<file path="src/rtl/race_sequencer_if.sv">
// Race sequencer control/status bundle.
// master drives the requests, slave is the sequencer.
interface race_sequencer_if;
  logic        start_btn;
  logic        pause_btn;
  logic        abort;
  logic        p1_finish;
  logic        p2_finish;
  logic [2:0]  state;
  logic [2:0]  countdown;
  logic [1:0]  winner;
  logic [13:0] race_time;
  logic        state_pulse;

  modport master (
    output start_btn,
    output pause_btn,
    output abort,
    output p1_finish,
    output p2_finish,
    input  state,
    input  countdown,
    input  winner,
    input  race_time,
    input  state_pulse
  );

  modport slave (
    input  start_btn,
    input  pause_btn,
    input  abort,
    input  p1_finish,
    input  p2_finish,
    output state,
    output countdown,
    output winner,
    output race_time,
    output state_pulse
  );
endinterface

</file>
<file path="src/rtl/race_sequencer.sv">
// Race game sequencer: IDLE/SETTING/COUNTDOWN/RACING/PAUSE/FINISH,
// countdown seconds, centisecond race timer and winner latch.
module race_sequencer #(
  parameter int CLK_FREQ      = 100_000_000,
  parameter int COUNT_SECONDS = 3,
  parameter int TIME_MAX      = 9999
) (
  input  logic             clk,
  input  logic             rst,
  race_sequencer_if.slave  bus
);

  localparam int CS_DIV = CLK_FREQ / 100;
  localparam int SEC_W  = (CLK_FREQ > 1) ? $clog2(CLK_FREQ) : 1;
  localparam int CS_W   = (CS_DIV > 1) ? $clog2(CS_DIV) : 1;

  localparam logic [SEC_W-1:0] SEC_LAST = SEC_W'(CLK_FREQ - 1);
  localparam logic [CS_W-1:0]  CS_LAST  = CS_W'(CS_DIV - 1);
  localparam logic [13:0]      T_MAX    = 14'(TIME_MAX);
  localparam logic [2:0]       CD_LOAD  = 3'(COUNT_SECONDS);

  typedef enum logic [2:0] {
    S_IDLE  = 3'd0,
    S_SET   = 3'd1,
    S_CD    = 3'd3,
    S_RACE  = 3'd4,
    S_PAUSE = 3'd5,
    S_FIN   = 3'd6
  } state_t;

  logic [1:0] rs_q, rs_d;
  logic       rst_n_i;

  state_t           state_q, state_d;
  logic [2:0]       cd_q, cd_d;
  logic [1:0]       win_q, win_d;
  logic [13:0]      time_q, time_d;
  logic             pulse_q, pulse_d;
  logic [SEC_W-1:0] sec_q, sec_d;
  logic [CS_W-1:0]  cs_q, cs_d;
  logic             st_prev_q, st_prev_d;
  logic             st_arm_q, st_arm_d;
  logic             pa_prev_q, pa_prev_d;
  logic             pa_arm_q, pa_arm_d;

  logic start_ev, pause_ev, any_fin;
  logic sec_tick, cs_tick, cd_entry;

  // Reset asserts at once, releases two clocks later in step with clk.
  always_comb rs_d = {rs_q[0], 1'b1};

  // Reset release synchroniser.
  always_ff @(posedge clk or negedge rst) begin
    if (!rst) rs_q <= 2'b00;
    else      rs_q <= rs_d;
  end

  assign rst_n_i = rs_q[1];

  // Edge detect, next state, timers and winner.
  always_comb begin
    // A button only arms once it has been seen low after reset,
    // so a level held through reset release yields no event.
    st_prev_d = bus.start_btn;
    pa_prev_d = bus.pause_btn;
    st_arm_d  = st_arm_q | ~bus.start_btn;
    pa_arm_d  = pa_arm_q | ~bus.pause_btn;
    start_ev  = bus.start_btn & ~st_prev_q & st_arm_q;
    pause_ev  = bus.pause_btn & ~pa_prev_q & pa_arm_q;
    any_fin   = bus.p1_finish | bus.p2_finish;

    sec_tick = (state_q == S_CD) && (sec_q == SEC_LAST);
    cs_tick  = (state_q == S_RACE) && (cs_q == CS_LAST);

    state_d = state_q;
    case (state_q)
      S_IDLE:  if (start_ev) state_d = S_SET;
      S_SET:   if (start_ev) state_d = S_CD;
      S_CD:    if (sec_tick && cd_q == 3'd1) state_d = S_RACE;
      S_RACE: begin
        if (any_fin)       state_d = S_FIN;
        else if (pause_ev) state_d = S_PAUSE;
      end
      S_PAUSE: if (pause_ev) state_d = S_RACE;
      S_FIN:   if (start_ev) state_d = S_IDLE;
      default: state_d = S_IDLE;
    endcase
    if (bus.abort) state_d = S_IDLE;

    cd_entry = (state_d == S_CD) && (state_q != S_CD);

    sec_d = sec_q;
    if (cd_entry)              sec_d = '0;
    else if (sec_tick)         sec_d = '0;
    else if (state_q == S_CD)  sec_d = sec_q + 1'b1;

    cd_d = cd_q;
    if (state_d != S_CD) cd_d = 3'd0;
    else if (cd_entry)   cd_d = CD_LOAD;
    else if (sec_tick)   cd_d = cd_q - 3'd1;

    // Held outside RACING so pausing adds no drift.
    cs_d = cs_q;
    if (cd_entry)               cs_d = '0;
    else if (cs_tick)           cs_d = '0;
    else if (state_q == S_RACE) cs_d = cs_q + 1'b1;

    time_d = time_q;
    if (cd_entry)                     time_d = 14'd0;
    else if (cs_tick && time_q < T_MAX) time_d = time_q + 14'd1;

    win_d = win_q;
    if (state_d == S_IDLE && state_q != S_IDLE)
      win_d = 2'd0;
    else if (state_q == S_RACE && state_d == S_FIN)
      win_d = {bus.p2_finish, bus.p1_finish};

    pulse_d = (state_d != state_q);
  end

  // Sequencer state and registered outputs.
  always_ff @(posedge clk or negedge rst_n_i) begin
    if (!rst_n_i) begin
      state_q   <= S_IDLE;
      cd_q      <= 3'd0;
      win_q     <= 2'd0;
      time_q    <= 14'd0;
      pulse_q   <= 1'b0;
      sec_q     <= '0;
      cs_q      <= '0;
      st_prev_q <= 1'b0;
      st_arm_q  <= 1'b0;
      pa_prev_q <= 1'b0;
      pa_arm_q  <= 1'b0;
    end else begin
      state_q   <= state_d;
      cd_q      <= cd_d;
      win_q     <= win_d;
      time_q    <= time_d;
      pulse_q   <= pulse_d;
      sec_q     <= sec_d;
      cs_q      <= cs_d;
      st_prev_q <= st_prev_d;
      st_arm_q  <= st_arm_d;
      pa_prev_q <= pa_prev_d;
      pa_arm_q  <= pa_arm_d;
    end
  end

  assign bus.state       = state_q;
  assign bus.countdown   = cd_q;
  assign bus.winner      = win_q;
  assign bus.race_time   = time_q;
  assign bus.state_pulse = pulse_q;

endmodule

</file>
<file path="src/flat_wrapper.sv">
// flat-port wrapper written by rule: the top's interface ports become plain ports
module race_sequencer_flat 
#(
  parameter int CLK_FREQ      = 100_000_000,
  parameter int COUNT_SECONDS = 3,
  parameter int TIME_MAX      = 9999
)
  (clk, rst, bus_start_btn, bus_pause_btn, bus_abort, bus_p1_finish, bus_p2_finish, bus_state, bus_countdown, bus_winner, bus_race_time, bus_state_pulse);
  race_sequencer_if bus_i ();
  input  logic clk;
  input  logic rst;
  input wire logic [$bits(bus_i.start_btn)-1:0] bus_start_btn;
  input wire logic [$bits(bus_i.pause_btn)-1:0] bus_pause_btn;
  input wire logic [$bits(bus_i.abort)-1:0] bus_abort;
  input wire logic [$bits(bus_i.p1_finish)-1:0] bus_p1_finish;
  input wire logic [$bits(bus_i.p2_finish)-1:0] bus_p2_finish;
  output wire logic [$bits(bus_i.state)-1:0] bus_state;
  output wire logic [$bits(bus_i.countdown)-1:0] bus_countdown;
  output wire logic [$bits(bus_i.winner)-1:0] bus_winner;
  output wire logic [$bits(bus_i.race_time)-1:0] bus_race_time;
  output wire logic [$bits(bus_i.state_pulse)-1:0] bus_state_pulse;
  assign bus_i.start_btn = bus_start_btn;
  assign bus_i.pause_btn = bus_pause_btn;
  assign bus_i.abort = bus_abort;
  assign bus_i.p1_finish = bus_p1_finish;
  assign bus_i.p2_finish = bus_p2_finish;
  assign bus_state = bus_i.state;
  assign bus_countdown = bus_i.countdown;
  assign bus_winner = bus_i.winner;
  assign bus_race_time = bus_i.race_time;
  assign bus_state_pulse = bus_i.state_pulse;
  race_sequencer #(.CLK_FREQ(CLK_FREQ), .COUNT_SECONDS(COUNT_SECONDS), .TIME_MAX(TIME_MAX)) u_core (.clk(clk), .rst(rst), .bus(bus_i));
endmodule
</file>
<file path="config.mk">
export PLATFORM = sky130hd
export DESIGN_NAME = race_sequencer_flat
export DESIGN_NICKNAME = d
export VERILOG_FILES = /design/src/rtl/race_sequencer_if.sv /design/src/rtl/race_sequencer.sv /design/src/flat_wrapper.sv
export SDC_FILE = /design/constraint.sdc
export NUM_CORES = 1
export LEC_CHECK = 0
export BUFFER_PORTS_ARGS = -buffer_cell sky130_fd_sc_hd__buf_2
export CAP_MARGIN = 20
export CORE_ASPECT_RATIO = 0.9
export CORE_MARGIN = 1.5
export CORE_UTILIZATION = 45
export CTS_CLUSTER_SIZE = 14
export DETAILED_ROUTE_END_ITERATION = 10
export GPL_ROUTABILITY_DRIVEN = 0
export PLACE_DENSITY_LB_ADDON = 0.12
export REMOVE_ABC_BUFFERS = 1
export SYNTH_ARGS = -nofsm -noshare
export SYNTH_HDL_FRONTEND = slang
export SYNTH_SLANG_ARGS = --single-unit
</file>
<file path="constraint.sdc">
create_clock -name clk -period 2.47 [get_ports clk]
set_input_delay 0.247 -clock clk [delete_from_list [all_inputs] [get_ports clk]]
set_output_delay 0.247 -clock clk [all_outputs]
set_load 0.01 [all_outputs]
</file>
==> results.py <==
metrics = {
    "logic_synthesis": {
        "synth_most_common_cell": "dfrtp_1",
        "synth_area_leader_cell": "dfrtp_1",
        "synthFlopType": "dfrtp_1",
        "synth.area.top_cells": "dfrtp_1 (45%), nor2_1 (5.4%), o21ai_0 (4.3%), xor2_1 (3.7%), nand3_1 (3.4%)",
        "synth-async-reset-ratio_pct": 100,
        "synth_commonest_cells": "dfrtp_1 (76), nor2_1 (61), nand2_1 (37), o21ai_0 (36), nand3_1 (29)",
        "synthCells": 481,
        "post-synth-top-area-fraction_pct": 44.9,
        "ys_types": 52,
        "synth_seq_area_share_pct": 44.9,
        "synth_edf_count": 0,
        "postSynthAreaPerCell_um2": 8.80,
        "ys_seq_elements": 76,
        "syn_area_mm2": 0.00423,
        "synth_warnings": 0,
    },
    "setup_path": {
        "r2r_start": "u_core.sec_q[10]",
        "end_kind": "flop",
        "worst-path-max-fanout": 8,
        "crit_path_max_incr_delay_ns": 0.53,
        "worst_path_max_delay_cell": "or4b_1",
        "cp.required_ns": 2.71,
        "crit_arrival_ns": 2.56,
        "cp-startpoint": "u_core.sec_q[10]",
        "crit_path_cell_trace": "or4b_1 -> or4_1 -> nor4_4 -> or2b_4 -> buf_4 -> or3_1 -> o21ai_0",
        "crit_family": "simple AND/OR/NAND/NOR gates",
        "criticalPathCategory": "flop to flop",
        "cp.buffers_inverters": 1,
        "crit_path_start_kind": "flop",
    },
    "cts": {
        "clockBufferDepth": 2,
        "cts.clk_slew.worst_paths_ns": 0.08,
        "cts_max_level": 3,
        "cts_tree": "yes",
        "insertion_delay_ns": 0.36,
        "cts-root-buf": "clkbuf_8",
        "cts_buffers": 9,
        "clkSinkCount": 76,
    },
    "drt": {
        "drtIter0Drc": 181,
        "detail_route.wl_per_cell_um": 15.1,
        "ant_nets": 0,
        "drc": 0,
        "viasPerCell": 5.64,
        "vias": 3689,
        "wl_met1_mm": 5.01,
        "totalWireLength_mm": 9.90,
        "maxUsedRoutingLayer": "met4",
        "wl_met2_mm": 4.47,
        "routed-wl-met3_um": 343,
        "drt_pre_antenna_iters": 4,
    },
    "floorplanning": {
        "die-area_mm2": 0.0100,
        "rows": 33,
        "fp.coreArea_mm2": 0.00913,
        "chipHeight_um": 95.0,
        "io_pins": 30,
        "fp.dieW_um": 105,
        "start_util_pct": 46.4,
    },
    "cells_and_area": {
        "final_layout_size_suffix_gt1_share_pct": 16.9,
        "stdcell_count": 654,
        "area_growth_pct": 15.4,
        "nets": 539,
        "antenna_cells": 0,
    },
    "timing": {
        "slew-limit-headroom_pct": 66.8,
        "period_minus_slack_ns": 2.32,
        "max_freq_mhz": 430,
        "fin_skew_ns": 0.0103,
        "slew_viol_final": 0,
        "fin_setup_tns_ns": 0,
        "tightest_slew_ns": 0.494,
        "setup_viol": 0,
        "rsz0062_at_grt": "no",
        "timing.final.crit_share_pct": 94.1,
        "finalHoldViolCount": 0,
        "fin_ws_ns": 0.146,
    },
    "placed_design": {
        "dp_cells": 636,
        "dp.final_hpwl_mm": 6.93,
        "port_buffers": 29,
        "dp_slack_ns": 0.0449,
    },
    "pwr": {
        "intPower_mw": 2.47,
        "switching_share_pct": 35.5,
        "leakagePower_nw": 1.99,
        "combinationalPowerShare_pct": 24.7,
        "vdd_drop_max_uv": 439,
        "p_sw_mw": 1.36,
        "seq_power_share_pct": 49.8,
        "p_total_mw": 3.83,
        "powerDensity_mw_per_mm2": 785,
        "p_clk_share_pct": 25.5,
    },
    "global_route": {
        "grt_max_degree": 43,
        "grt_pass1_wl_mm": 16.7,
        "antenna_found_initial": 0,
        "gr-total-overflow": 0,
        "grt_pass1_vias": 3420,
        "grt_use_total_pct": 21.2,
    },
    "worst_hold_path": {
        "hp-class": "input port to flop",
        "worstHoldStart": "bus_pause_btn",
    },
    "outcome": {
        "status": "finished, final reports clean",
    },
    "run": {
        "cap_violations": 0,
    },
}
## what timing repair did
item	4_1_cts	5_1_grt
buffers inserted	0	1
endpoints found under the setup margin	0	13
hold buffers	1	0
resized for setup	0	5
hold endpoints to repair	2	0
## placed cells by master (no fill, tap or decap), types with 4 or more instances in the layout
cell,n
ha_1,4
clkbuf_8,10
xnor2_1,9
nor4_1,5
or3_1,10
nand3b_1,5
or4_1,4
inv_1,9
nor2_1,61
o21ai_0,36
nand4_1,17
a21oi_1,27
xor2_1,18
nor3_1,18
a31oi_1,6
buf_4,27
and3_1,23
buf_2,29
or3b_2,5
nand3_1,29
nor2b_1,5
dfrtp_1,75
nand2_1,37
mux2i_1,7
## power by group through the flow
stage                     Combinational (mW)  Sequential (mW)  Clock [mW]
after floorplan                        0.607             1.90           0
after global placement                 0.919             1.91           0
after CTS                              0.950             1.90        1.02
final                                  0.948             1.91       0.977
after global routing                    1.08             1.97        1.06
after detailed placement               0.949             1.92           0
## per-layer routing
layer / track usage [%] / vias up
met5: 0 / -
met4: 6.62 / 0
met3: 5.33 / 6
met2: 33.2 / 73
met1: 29.2 / 1794
li1: - / 1816
## metrics by stage
stage                     hold slack (ns)  utilization (%)  instance area [µm²]
final                              0.0329             53.5                 4890
after global routing               0.0146             53.5                 4890
after CTS                          0.0150             53.2                 4860
after detailed placement           0.0342             50.9                 4650
after global placement             0.0320             50.9                 4650
after floorplan                   -0.0486                -                 4120
## area by class of cell
type                       instances  area [µm²]
fill                             827        4240
multi-input combinational        372        2200
sequential                        76        1910
timing repair buffer              59         389
tap                              122         153
clock buffer                      10         138
clock inverter                     6        63.8
inverter                           9        33.8
## final timing paths
kind	to	cells after the start	slack, ns
setup / recovery	u_core.sec_q[10]	7	0.15
hold / removal	u_core.pa_prev_q	1	0.03
setup reg to reg	u_core.sec_q[10]	7	0.15
hold reg to reg	u_core.sec_q[12]	0	0.29
max in group asynchronous	u_core.bus.winner[1]	1	1.57
min in group asynchronous	u_core.rs_q[1]	2	0.19
## state kept, by name, summed over array words and instances, names as in the netlist
signal and flops:
u_core.sec_q 27, u_core.cs_q 20, u_core.bus.race_time 14, u_core.bus.countdown 3, u_core.bus.state 3, u_core.bus.winner 2
u_core.rs_q 2, u_core.bus.state_pulse 1, u_core.pa_arm_q 1, u_core.pa_prev_q 1, u_core.st_arm_q 1, u_core.st_prev_q 1
## kinds of logic (layout without fill, tap and decap cells)
| group | Yosys count | after routing | share of synthesized area (%) |
|---|---|---|---|
| xor gates and xnor gates | 27 | 27 | 5.59 |
| buffers and inverters | 33 | 84 | 3.40 |
| adders and majority gates | 5 | 5 | 1.48 |
| and+or+nand+nor | 243 | 243 | 30.7 |
| other | 1 | 1 | 0.0886 |
| muxes | 7 | 7 | 1.66 |
| AOI/OAI and AO/OA | 89 | 89 | 12.2 |
| DFF | 76 | 76 | 44.9 |
Note: power is estimated with default switching activity, not from simulation.
